[src/rtl/display_ctrl.sv]
// display_ctrl: two-requester LED matrix frame controller.
// Arbitrates round-robin between requesters A and B, captures the granted
// frame into a registered buffer, enables the scanner until it reports done,
// then holds off for REFRESH cycles before rescanning.
// Optional feature macro: DISPLAY_CTRL_TIMEOUT_EN adds a scan watchdog that
// aborts a scan after 4*GS cycles without a done pulse and raises sticky err_o.
module display_ctrl #(
  parameter int GS      = 8,
  parameter int REFRESH = 16
) (
  input  logic             clk_i,
  input  logic             rst_i,
  input  logic             req_a_i,
  input  logic [GS*GS-1:0] frame_a_i,
  input  logic             req_b_i,
  input  logic [GS*GS-1:0] frame_b_i,
  output logic             gnt_a_o,
  output logic             gnt_b_o,
  input  logic             d_disp_i,
  output logic             e_disp_o,
  output logic [GS*GS-1:0] matrix_o,
  output logic             busy_o,
  output logic [7:0]       frame_cnt_o,
  output logic             err_o
);

  localparam int N = GS * GS;
  // HOLD counts down from REFRESH-1 to 0, giving exactly REFRESH cycles.
  localparam logic [7:0] HOLD_LOAD = 8'(REFRESH - 1);

  typedef enum logic [1:0] {
    ST_IDLE = 2'd0,
    ST_SCAN = 2'd1,
    ST_HOLD = 2'd2
  } state_t;

  state_t       state_reg, state_next;
  logic [7:0]   hold_cnt_reg, hold_cnt_next;
  logic         prio_b_reg, prio_b_next;
  logic         gnt_a_next, gnt_b_next;
  logic         e_disp_next, busy_next;
  logic [N-1:0] matrix_next;
  logic [N-1:0] grant_frame;
  logic [7:0]   frame_cnt_next;
  logic         grant_window;
  logic         pick_a, pick_b;
  logic         scan_done;
  logic         scan_timeout;

  // Arbitration: grants only outside SCAN, and never in the cycle a grant
  // pulse is already showing, so a requester that drops its request on
  // seeing the pulse is not granted twice.
  always_comb begin
    grant_window = (state_reg != ST_SCAN) && !gnt_a_o && !gnt_b_o;
    pick_a       = grant_window && req_a_i && (!req_b_i || !prio_b_reg);
    pick_b       = grant_window && req_b_i && !pick_a;
  end

  // Frame selected for capture, assembled row by row.
  genvar gi;
  generate
    for (gi = 0; gi < GS; gi++) begin : g_row
      assign grant_frame[gi*GS +: GS] = pick_b ? frame_b_i[gi*GS +: GS]
                                               : frame_a_i[gi*GS +: GS];
    end
  endgenerate

  assign scan_done = (state_reg == ST_SCAN) && d_disp_i;

`ifdef DISPLAY_CTRL_TIMEOUT_EN
  localparam int            TW      = $clog2(4 * GS);
  localparam logic [TW-1:0] TO_LAST = TW'(4 * GS - 1);

  logic [TW-1:0] scan_cnt_reg;
  logic          err_reg;

  // A done pulse on the final allowed cycle still counts as a normal finish.
  assign scan_timeout = (state_reg == ST_SCAN) && !d_disp_i &&
                        (scan_cnt_reg == TO_LAST);

  // Number of cycles already spent in the current scan.
  always_ff @(posedge clk_i or posedge rst_i) begin
    if (rst_i)
      scan_cnt_reg <= '0;
    else if (state_reg == ST_SCAN && state_next == ST_SCAN)
      scan_cnt_reg <= scan_cnt_reg + TW'(1);
    else
      scan_cnt_reg <= '0;
  end

  // Sticky watchdog flag, cleared only by reset.
  always_ff @(posedge clk_i or posedge rst_i) begin
    if (rst_i)
      err_reg <= 1'b0;
    else if (scan_timeout)
      err_reg <= 1'b1;
  end

  assign err_o = err_reg;
`else
  assign scan_timeout = 1'b0;
  assign err_o        = 1'b0;
`endif

  // State register.
  always_ff @(posedge clk_i or posedge rst_i) begin
    if (rst_i)
      state_reg <= ST_IDLE;
    else
      state_reg <= state_next;
  end

  // Next-state logic: IDLE leaves on the edge after its first grant pulse.
  always_comb begin
    state_next = state_reg;
    case (state_reg)
      ST_IDLE: if (gnt_a_o || gnt_b_o)          state_next = ST_SCAN;
      ST_SCAN: if (scan_done || scan_timeout)    state_next = ST_HOLD;
      ST_HOLD: if (hold_cnt_reg == 8'd0)         state_next = ST_SCAN;
      default:                                   state_next = ST_IDLE;
    endcase
  end

  // Output and datapath next values, all registered below.
  always_comb begin
    e_disp_next    = (state_next == ST_SCAN);
    busy_next      = (state_next == ST_SCAN);
    gnt_a_next     = pick_a;
    gnt_b_next     = pick_b;
    matrix_next    = (pick_a || pick_b) ? grant_frame : matrix_o;
    frame_cnt_next = scan_done ? frame_cnt_o + 8'd1 : frame_cnt_o;
    prio_b_next    = pick_a ? 1'b1 : (pick_b ? 1'b0 : prio_b_reg);
    hold_cnt_next  = hold_cnt_reg;
    if (state_reg == ST_SCAN && state_next == ST_HOLD)
      hold_cnt_next = HOLD_LOAD;
    else if (state_reg == ST_HOLD && hold_cnt_reg != 8'd0)
      hold_cnt_next = hold_cnt_reg - 8'd1;
  end

  // Output, buffer and bookkeeping registers.
  always_ff @(posedge clk_i or posedge rst_i) begin
    if (rst_i) begin
      gnt_a_o      <= 1'b0;
      gnt_b_o      <= 1'b0;
      e_disp_o     <= 1'b0;
      busy_o       <= 1'b0;
      matrix_o     <= '0;
      frame_cnt_o  <= 8'd0;
      prio_b_reg   <= 1'b0;
      hold_cnt_reg <= 8'd0;
    end else begin
      gnt_a_o      <= gnt_a_next;
      gnt_b_o      <= gnt_b_next;
      e_disp_o     <= e_disp_next;
      busy_o       <= busy_next;
      matrix_o     <= matrix_next;
      frame_cnt_o  <= frame_cnt_next;
      prio_b_reg   <= prio_b_next;
      hold_cnt_reg <= hold_cnt_next;
    end
  end

endmodule

[config.mk]
export PLATFORM = sky130hd
export DESIGN_NAME = display_ctrl
export DESIGN_NICKNAME = d
export VERILOG_FILES = /design/src/rtl/display_ctrl.sv
export SDC_FILE = /design/constraint.sdc
export NUM_CORES = 1
export LEC_CHECK = 0
export CAP_MARGIN = 20
export CORE_MARGIN = 8
export CORE_UTILIZATION = 30
export CTS_BUF_LIST = sky130_fd_sc_hd__clkbuf_8
export DETAILED_ROUTE_END_ITERATION = 6
export SETUP_SLACK_MARGIN = 0.15
export SYNTH_ARGS = -nofsm -noshare
export SYNTH_HDL_FRONTEND = slang
export SYNTH_SLANG_ARGS = --single-unit
[constraint.sdc]
create_clock -name clk_i -period 4.8 [get_ports clk_i]
set_input_delay 0.72 -clock clk_i [delete_from_list [all_inputs] [get_ports clk_i]]
set_output_delay 0.72 -clock clk_i [all_outputs]
set_load 0.01 [all_outputs]
==> run metrics, run 1 <==
post-synthesis mux area share=1.150%; Routed WL=around 15000 um; CP Launch Point=req_b_i; CTS tree=built; fmax=approximately 0.41 GHz; core region area=~14000 um^2; postcts setup bufs=0; initial antenna violation count=0; H-tree levels=3; Die H=around 140 um; fin crit period=about 2500 ps; crit-path max FO=35; worst vdd ir=~0.21 mV; syn avg cell area=9.520 um^2; Cell variety after synth=43; drt pass-1 iters=4; outcome=complete, no violations; DR vias/cell=~5; Initial Util=a little under a third; GRT Total Usage=between 15 and 20%; Synth Cell Area=roughly 4400 um^2; Synth Warn #=0; async set or reset register ratio after synthesis=100.0%; Num CTS Buffers=9; Reg power frac=between 30% and 40%; kind of launch point of the worst setup path=input pin; placed cells=818; Sum Neg Setup Slack=0 ps; ant diodes=0; number of synthesized flops with an enable pin=0; Clock Pin Slew Worst Setup and Hold Paths=approximately 90 ps; main combinational cell family by area after synthesis=compound AO/OA/AOI/OAI gates; r2r worst-path depth=4; FF-to-FF setup slack=between 2000 and 3000 ps; synthesized flop and latch total=86; worst path arrival time=around 2700 ps; power per standard cell area=466.9 nW/um^2; RePlAce Congestion=around 0.74; R2R Path Start=gnt_b_o; Area Overhead vs Synth=56.89%; largest net degree at the start of global routing=65; I/O Buffers=around 210; final cell count without fillers=between 800 and 900; max reg flops=64; Residual DRC=0; Comb power frac=between 40% and 50%; CTS Hold Bufs=0; Net count, final=between 700 and 800; Hold Path Stages=1; DR vias=a little over 4000; Synth Area in Compound Gates=between 20% and 30%; first-pass GRT wire length=around 24000 um; Horiz. Die Dim=~140 um; hold crit path type=register to register; vias in the first global route=4464; critical path class=input pin to register; fraction of power spent switching nets=between 30 and 40%; Antenna Nets Post-Route=0; drt first-iter violations=approximately 210; headroom to the max-slew limit=between 30% and 40%; CP required=approximately 5000 ps; leakage power=0.003231 uW; drt wl/cell=between 15 and 20 um; RSZ-0062 raised after global routing=false; I/O pins=210; worst-margin pin slew=around 950 ps; final clock skew=about 11 ps; Site Rows=44; clock power share=around a fifth; reg2reg end=matrix_o[9]; Cell Int Power=around 2100 uW; Max Slew Vio Count=0; simple-gate share of the synthesized area=5.349%; P_sw=1056 uW; CTS Root Cell=clkbuf_8; max cap viols=0; Synth Flop Type=dfrtp_1; adder-cell share of the synthesized area=less than 1%; share of layout cells above drive strength 1=around 4.9%; Gate Count Post-Synth=457; post-synthesis sequential area ratio=about 49%; post-detail-place hpwl=10820 um; Die Area=18610 um^2; gr ovfl total=0; Setup violations, final=0; # clock sinks=between 80 and 90; CP Capture Point=matrix_o[59]; Syn Nets=~590; period utilization=about half; post-cts sizing count=0; Fin. Hold Viols=0; Clk Latency, worst-skew pair=between 300 and 400 ps; Critical Path End Type=register; clock buffer depth=2; xor and xnor area share after synthesis=around 1.4%
==> logic make-up after synthesis <==
| logic type | Yosys count |
|---|---|
| adders and majority gates | 2 |
| other | 1 |
| buffers and inverters | 173 |
| xor gates and xnor gates | 7 |
| and+or+nand+nor | 39 |
| AOI/OAI and AO/OA | 144 |
| muxes | 5 |
| DFF | 86 |
==> critical path, stage by stage <==
cell and delay, ps:
clkdlybuf4s50_1 510, nor2_4 710, buf_4 520, o31ai_1 130
o221ai_1 110
==> cell type report <==
type                    instances  area [um^2]
clock buffers                   9        123.9
clock inverters                 7        113.9
fillers                      1354         7543
inverters                     135        508.0
multi-input cells             198         1550
flip-flops and latches         86         2152
well taps                     184        230.2
repair buffers                215         2147
==> synth_stat cells (2+ instances only) <==
cell,number,share of area (%)
dfrtp_1,86,49
and3b_1,2,0.40
and3_1,2,0.29
o221ai_1,64,13
buf_1,3,0.26
o311ai_1,2,0.40
buf_2,6,0.69
buf_4,2,0.35
clkbuf_1,27,2.3
nand2b_1,2,0.29
ha_1,2,0.58
or4_1,2,0.35
nand3_1,3,0.35
inv_1,133,11
o31ai_1,65,11
o21ai_1,2,0.23
nand4_1,3,0.43
nor2_1,8,0.69
a21oi_1,2,0.23
mux2i_1,5,1.2
o31a_1,2,0.40
inv_2,2,0.17
nand2_1,6,0.52
xnor2_1,7,1.4
==> per-layer routing <==
layer / wire [um] / GRT usage, % / part of all wire [%]
met5: 0 / 0 / 0
met3: 1146 / 5.580 / 7.5
met1: 6352 / 19.46 / 42
met4: 295 / 5.430 / 1.9
met2: 7403 / 26.80 / 49
==> per-stage QoR <==
stage	instance area (um^2)	hold WS [ps]	power, uW	util, %	worst slack [ps]
CTS	6825	503.5	3225	47.50	2362
global placement	6568	477.4	2569	45.71	2004
detailed placement	6588	487.3	2601	45.85	1983
global route	6825	529.5	3383	47.50	2251
floorplan	4350	468.7	1750	-	1858
finish	6825	493.6	3187	47.50	2338
==> cells in the final DEF, fill, tap and decap left out, drive strengths merged, types with 2 or more instances in the layout <==
cell type	Yosys	routed
o31a	2	2
bufinv	0	3
xnor2	7	7
nand2b	2	2
and3b	2	2
dfrtp	86	86
o311ai	2	2
clkdlybuf4s50	0	208
o221ai	64	64
mux2i	5	5
or4	3	3
ha	2	2
inv	135	135
clkinvlp	0	2
o21ai	3	3
nand4	3	3
clkbuf	27	9
a21oi	2	2
buf	11	7
nand2	6	6
nand3	3	3
nor2	8	8
o31ai	65	65
and3	2	2
clkinv	0	2
==> power by group through the flow <==
stage,clock network [uW],registers (uW),logic (uW)
6_report,608,1170,1410
5_1_grt,656,1200,1530
4_1_cts,625,1170,1430
3_5_place_dp,0,1170,1430
3_3_place_gp,0,1170,1400
2_1_floorplan,0,1280,467
==> worst min-delay path by stage <==
stage	start	endpoint
floorplan	hold_cnt_reg[0]	hold_cnt_reg[0]
CTS	frame_cnt_o[7]	frame_cnt_o[7]
global route	frame_cnt_o[7]	frame_cnt_o[7]
detailed placement	frame_cnt_o[7]	frame_cnt_o[7]
finish	frame_cnt_o[7]	frame_cnt_o[7]
global placement	frame_cnt_o[5]	frame_cnt_o[5]
Note: power is estimated with default switching activity, not from simulation.
==> inputs of run 2 (changes only) <==
clock period = 2.4 ns   (was 4.8 ns; I/O delays follow)
==> run 2 against run 1 <==
Effect of this change: clock power is 96% higher; combinational power is 99% higher; sequential share of layout area is 0.081 points lower; hold slack worse by 9.7 ps; setup slack worse by 1900 ps; core utilization is 0.12 points higher; sequential power is 100% higher; die area stayed put; register-to-register slack worse by 2300 ps; first-iteration DRC count is 2.9% lower; non-clock buffer count is 3 higher; critical path type is now register to register; largest cell class is now buffers.
==> run metrics, run 2 (synthesized netlist as in run 1, its figures left out) <==
outcome=complete, no violations; FF+latch area=2152 um^2 (unchanged); Horiz. Die Dim=136.4 um (unchanged); slowest stage cell, crit path=dfrtp_1; Placement Cell Area=6600 um^2 (+0.19%); max reg flops=64 (unchanged); leading cell types in the layout, fill and taps excluded=clkdlybuf4s50_1, inv_1, dfrtp_1, o31ai_1, o221ai_1; CP required=2610 ps (-2450 ps); Critical Path End Type=register; RSZ-0062 raised after global routing=false; hold crit path type=register to register; Area Overhead vs Synth=57.29%; CP max stage delay=550 ps (-160 ps); CTS tree=built; worst vdd ir=0.5159 mV (+150%); I/O pins=210 (unchanged); # clock sinks=86 (unchanged); final clock skew=11.29 ps (+0.5876 ps); final hold slack=483.9 ps (-9.718 ps); kind of launch point of the worst setup path=register; H-tree levels=3 (unchanged); leakage power=0.003244 uW (+0.39%); I/O Buffers=208 (unchanged); Pwr Total=6341 uW (+99%); Initial Util=30.28% (unchanged); Setup violations, final=0 (unchanged); Net count, final=784 (+0.51%); core region area=14370 um^2 (unchanged); headroom to the max-slew limit=44.19% (+7.6 points); Site Rows=44 (unchanged); RePlAce Congestion=0.7483 (+1.4%); period utilization=between 80% and 90%; GRT Total Usage=16.66% (+0.39 points); worst path bufs/invs=1 (-1); Die Area=18610 um^2 (unchanged); DR vias=4218 (+1.5%); clock buffer depth=2 (unchanged); Max Slew Vio Count=0 (unchanged); drt pass-1 iters=4 (unchanged); drt wl/cell=18.48 um (+1.4%); Multi-input gate area=1559 um^2 (+0.57%); CP Cell Sequence=nor2b_4, a2111o_2, buf_4, o221ai_1; share of layout cells above drive strength 1=5.505% (+0.58 points); fmax=between 0.5 and 0.6 GHz; postcts setup bufs=0 (unchanged); power per standard cell area=926.7 nW/um^2 (+98%); crit-path max FO=37 (+5.7%); Sum Neg Setup Slack=0 ps (unchanged); fill count=1321 (-2.4%); Residual DRC=0 (unchanged); most common cell after layout, fill and taps aside=clkdlybuf4s50_1; Antenna Nets Post-Route=0 (unchanged); fin area=6843 um^2 (+0.26%); Clock Pin Slew Worst Setup and Hold Paths=90 ps (about the same); initial antenna violation count=0 (unchanged); critical path class=register to register; worst-margin pin slew=833.3 ps (-117.8 ps); Die H=136.4 um (unchanged); drt first-iter violations=201 (-2.9%); Num CTS Buffers=9 (unchanged); largest net degree at the start of global routing=65 (unchanged); Fin. Hold Viols=0 (unchanged); Top delay family on crit path=flip-flops; fin crit period=around 2000 ps; Routed WL=15490 um (+1.9%); max cap viols=0 (unchanged); CTS Hold Bufs=0 (unchanged); vias in the first global route=4612 (+3.3%); post-cts sizing count=0 (unchanged); first-pass GRT wire length=24300 um (+1.4%); CTS Root Cell=clkbuf_8; post-detail-place hpwl=10950 um (+1.2%); ant diodes=0 (unchanged); Clk Latency, worst-skew pair=360 ps (about the same); DR vias/cell=5.033 (+1.1%); worst path arrival time=2200 ps (-520 ps); gr ovfl total=0 (unchanged)
run 2: metrics by stage:
stage | util, % | setup slack (ps) | std cells
finish | 47.62 | 414.7 | 838
floorplan | - | 765.9 | 457
global route | 47.62 | 220.8 | 838
CTS | 47.56 | 206.6 | 837
detailed placement | 45.93 | 209.6 | 821
global placement | 45.93 | 285.3 | 821
run 2: worst register-to-register path, cell delays in order, from the launching register on:
cell	delay, ps
dfrtp_1	550
nor2b_4	510
a2111o_2	190
buf_4	360
o221ai_1	220
run 2: final timing paths:
kind | start | end | slack (ps) | depth (start not counted)
setup / recovery | state_reg[0] | matrix_o[40] | 410 | 4
hold / removal | frame_cnt_o[7] | frame_cnt_o[7] | 480 | 1
setup reg to reg | state_reg[0] | matrix_o[40] | 410 | 4
min in group asynchronous | rst_i | matrix_o[23] | 510 | 3
max in group asynchronous | rst_i | matrix_o[55] | 1460 | 3
hold reg to reg | frame_cnt_o[7] | frame_cnt_o[7] | 480 | 1
run 2: per-layer routing:
layer,global-route usage (%),vias to the layer above,part of all wire (%)
li1,-,1988,-
met1,18.45,2051,40
met2,28.47,154,49
met3,5.469,25,8.1
met4,7.627,0,2.3
met5,0,-,0
run 2: power by group:
group / internal (uW) / leakage, uW / total, uW / switching, uW
combinational: 1570 / 0.00206 / 2810 / 1240
clock: 667 / 0.000124 / 1190 / 524
sequential: 2000 / 0.00106 / 2340 / 343
total: 4240 / 0.00324 / 6340 / 2100
run 2: final cells by class:
cell class / instances / area share, %
inverter: 135 / 7.460
clock inverter: 4 / 1.006
multi-input combinational: 199 / 22.78
tap: 184 / 3.364
clock buffer: 12 / 2.414
timing repair buffer: 218 / 31.52
sequential: 86 / 31.45
==> inputs of run 3 (changes only) <==
clock period = 1.7 ns   (was 2.4 ns; I/O delays follow)
==> run 3 against run 2 <==
Effect of this change: total power rose by 55%; critical path depth increased by 1; design area increased by 17%; combinational power up 72%; hold slack lost 170 ps.
==> run metrics, run 3 (synthesized netlist as in run 1, its figures left out) <==
gr ovfl total=0 (unchanged); power per standard cell area=1233 nW/um^2 (+33%); drt first-iter violations=250 (+24%); CTS Root Cell=clkbuf_8; GRT Total Usage=17.38% (+0.72 points); FF+latch area=2155 um^2 (+0.12%); CP max stage delay=480 ps (-70 ps); Setup violations, final=0 (unchanged); core region area=14370 um^2 (unchanged); Placement Cell Area=6778 um^2 (+2.7%); Clock Pin Slew Worst Setup and Hold Paths=90 ps (about the same); Num CTS Buffers=9 (unchanged); max cap viols=0 (unchanged); RSZ-0062 raised after global routing=true; Antenna Nets Post-Route=0 (unchanged); Routed WL=16920 um (+9.3%); outcome=complete, no violations; grt peak-use layer=met2; fill count=1263 (-4.4%); H-tree levels=3 (unchanged); GR Util met3=5.026% (-0.44 points); DR vias/cell=5.058 (+0.49%); ant diodes=0 (unchanged); Sum Neg Setup Slack=0 ps (unchanged); final clock skew=11.03 ps (-0.2671 ps); slowest stage cell, crit path=a2111o_2; final cell count without fillers=878 (+4.8%); worst path arrival time=1960 ps (-240 ps); period utilization=98.90% (+16 points); Clk Latency, worst-skew pair=370 ps (about the same); worst vdd ir=0.5548 mV (+7.5%); CTS Hold Bufs=0 (unchanged); hold crit path type=input pin to async pin; kind of launch point of the worst setup path=register; I/O pins=210 (unchanged); worst-margin pin slew=586.9 ps (-246.5 ps); drt pass-1 iters=4 (unchanged); Horiz. Die Dim=136.4 um (unchanged); DR vias=4441 (+5.3%); Residual DRC=0 (unchanged); Area Overhead vs Synth=83.38%; share of layout cells above drive strength 1=23.49% (+18 points); FF-to-FF setup slack=20 ps (-400 ps); r2r worst-path depth=5 (+1); GR Layer Usage met1=19.96% (+1.5 points); Max Slew Vio Count=0 (unchanged); vias in the first global route=4849 (+5.1%); first-pass GRT wire length=25310 um (+4.1%); most common cell after layout, fill and taps aside=clkdlybuf4s50_1; Critical Path End Type=register; clock buffer depth=2 (unchanged); # clock sinks=86 (unchanged); headroom to the max-slew limit=60.78% (+17 points); CP required=1980 ps (-630 ps); CP Cell Sequence=or2_4, a2111o_2, buf_8, clkbuf_16, o221ai_2; Multi-input gate area=2171 um^2 (+39%); setup ws final=18.62 ps (-396.1 ps); Top delay family on crit path=compound AO/OA/AOI/OAI gates; drt wl/cell=19.27 um (+4.3%); CTS tree=built; met2 global-route usage=29.95% (+1.5 points); worst path bufs/invs=2 (+1); Fin. Hold Viols=0 (unchanged); fmax=0.5947 GHz (+18%); max reg flops=64 (unchanged); Net count, final=824 (+5.1%); I/O Buffers=208 (unchanged); leakage power=0.003906 uW (+20%); post-detail-place hpwl=11090 um (+1.2%); leading cell types in the layout, fill and taps excluded=clkdlybuf4s50_1, inv_1, dfrtp_1, dlygate4sd2_1, o221ai_2; Die H=136.4 um (unchanged); fin util=55.52% (+7.9 points); Die Area=18610 um^2 (unchanged); critical path class=register to register; initial antenna violation count=0 (unchanged); placed cells=833 (+1.5%); Site Rows=44 (unchanged); fin area=7978 um^2 (+17%); largest net degree at the start of global routing=56 (-14%); R2R Path Start=gnt_b_o; RePlAce Congestion=0.7676 (+2.6%); Initial Util=30.28% (unchanged); reg2reg end=matrix_o[29]; fin crit period=1681 ps (-303.9 ps); Placement Setup Slack=-108.2 ps (-317.9 ps); crit-path max FO=5 (-86%)
## run 3: cell type report
| class | count | area share [%] |
|---|---|---|
| Clock buffer | 12 | 2.070 |
| Multi-Input combinational cell | 198 | 27.21 |
| Inverter | 135 | 6.462 |
| Clock inverter | 4 | 0.8626 |
| Timing Repair Buffer | 259 | 33.50 |
| Tap cell | 184 | 2.886 |
| Sequential cell | 86 | 27.01 |
## run 3: how the worst max path moves through the flow
stage / from / end / slack [ps] / cells past startpoint
detailed placement: req_a_i / matrix_o[29] / -110 / 6
finish: gnt_b_o / matrix_o[29] / 20 / 5
floorplan: hold_cnt_reg[3] / hold_cnt_reg[7] / 120 / 3
CTS: gnt_b_o / matrix_o[18] / 50 / 5
global route: gnt_b_o / matrix_o[26] / -10 / 5
global placement: req_a_i / matrix_o[12] / -70 / 6
## run 3: per-layer routing
metal  share of wire (%)  vias up
li1                    -     2090
met5                   0        -
met4                 1.8        0
met1                  40     2179
met3                 7.0       21
met2                  51      151
## run 3: where the power goes
part           leakage (uW)  internal (uW)  switching, uW  total [uW]
Clock              0.000124            942            757        1700
Combinational       0.00272           2540           2290        4830
Sequential          0.00106           2820            483        3300
## run 3: worst min-delay path, stage by stage
cell and delay, ps:
clkdlybuf4s50_1 440, clkinvlp_4 100, buf_12 280
## run 3: per-stage QoR
| stage | total power, uW | hold WS [ps] |
|---|---|---|
| floorplan | 4958 | 374.1 |
| global placement | 7415 | 468.7 |
| detailed placement | 7490 | 479.6 |
| CTS | 9360 | 318.9 |
| global route | 10420 | 340.3 |
| finish | 9833 | 309.3 |
## run 3: what timing repair did
item | 4_1_cts | 5_1_grt
endpoints found under the setup margin | 134 | 80
setup buffers | 16 | 6
endpoints found under the hold margin | 0 | 0
resized for setup | 120 | 71
gates cloned | 4 | 4
pin swaps | 18 | 42
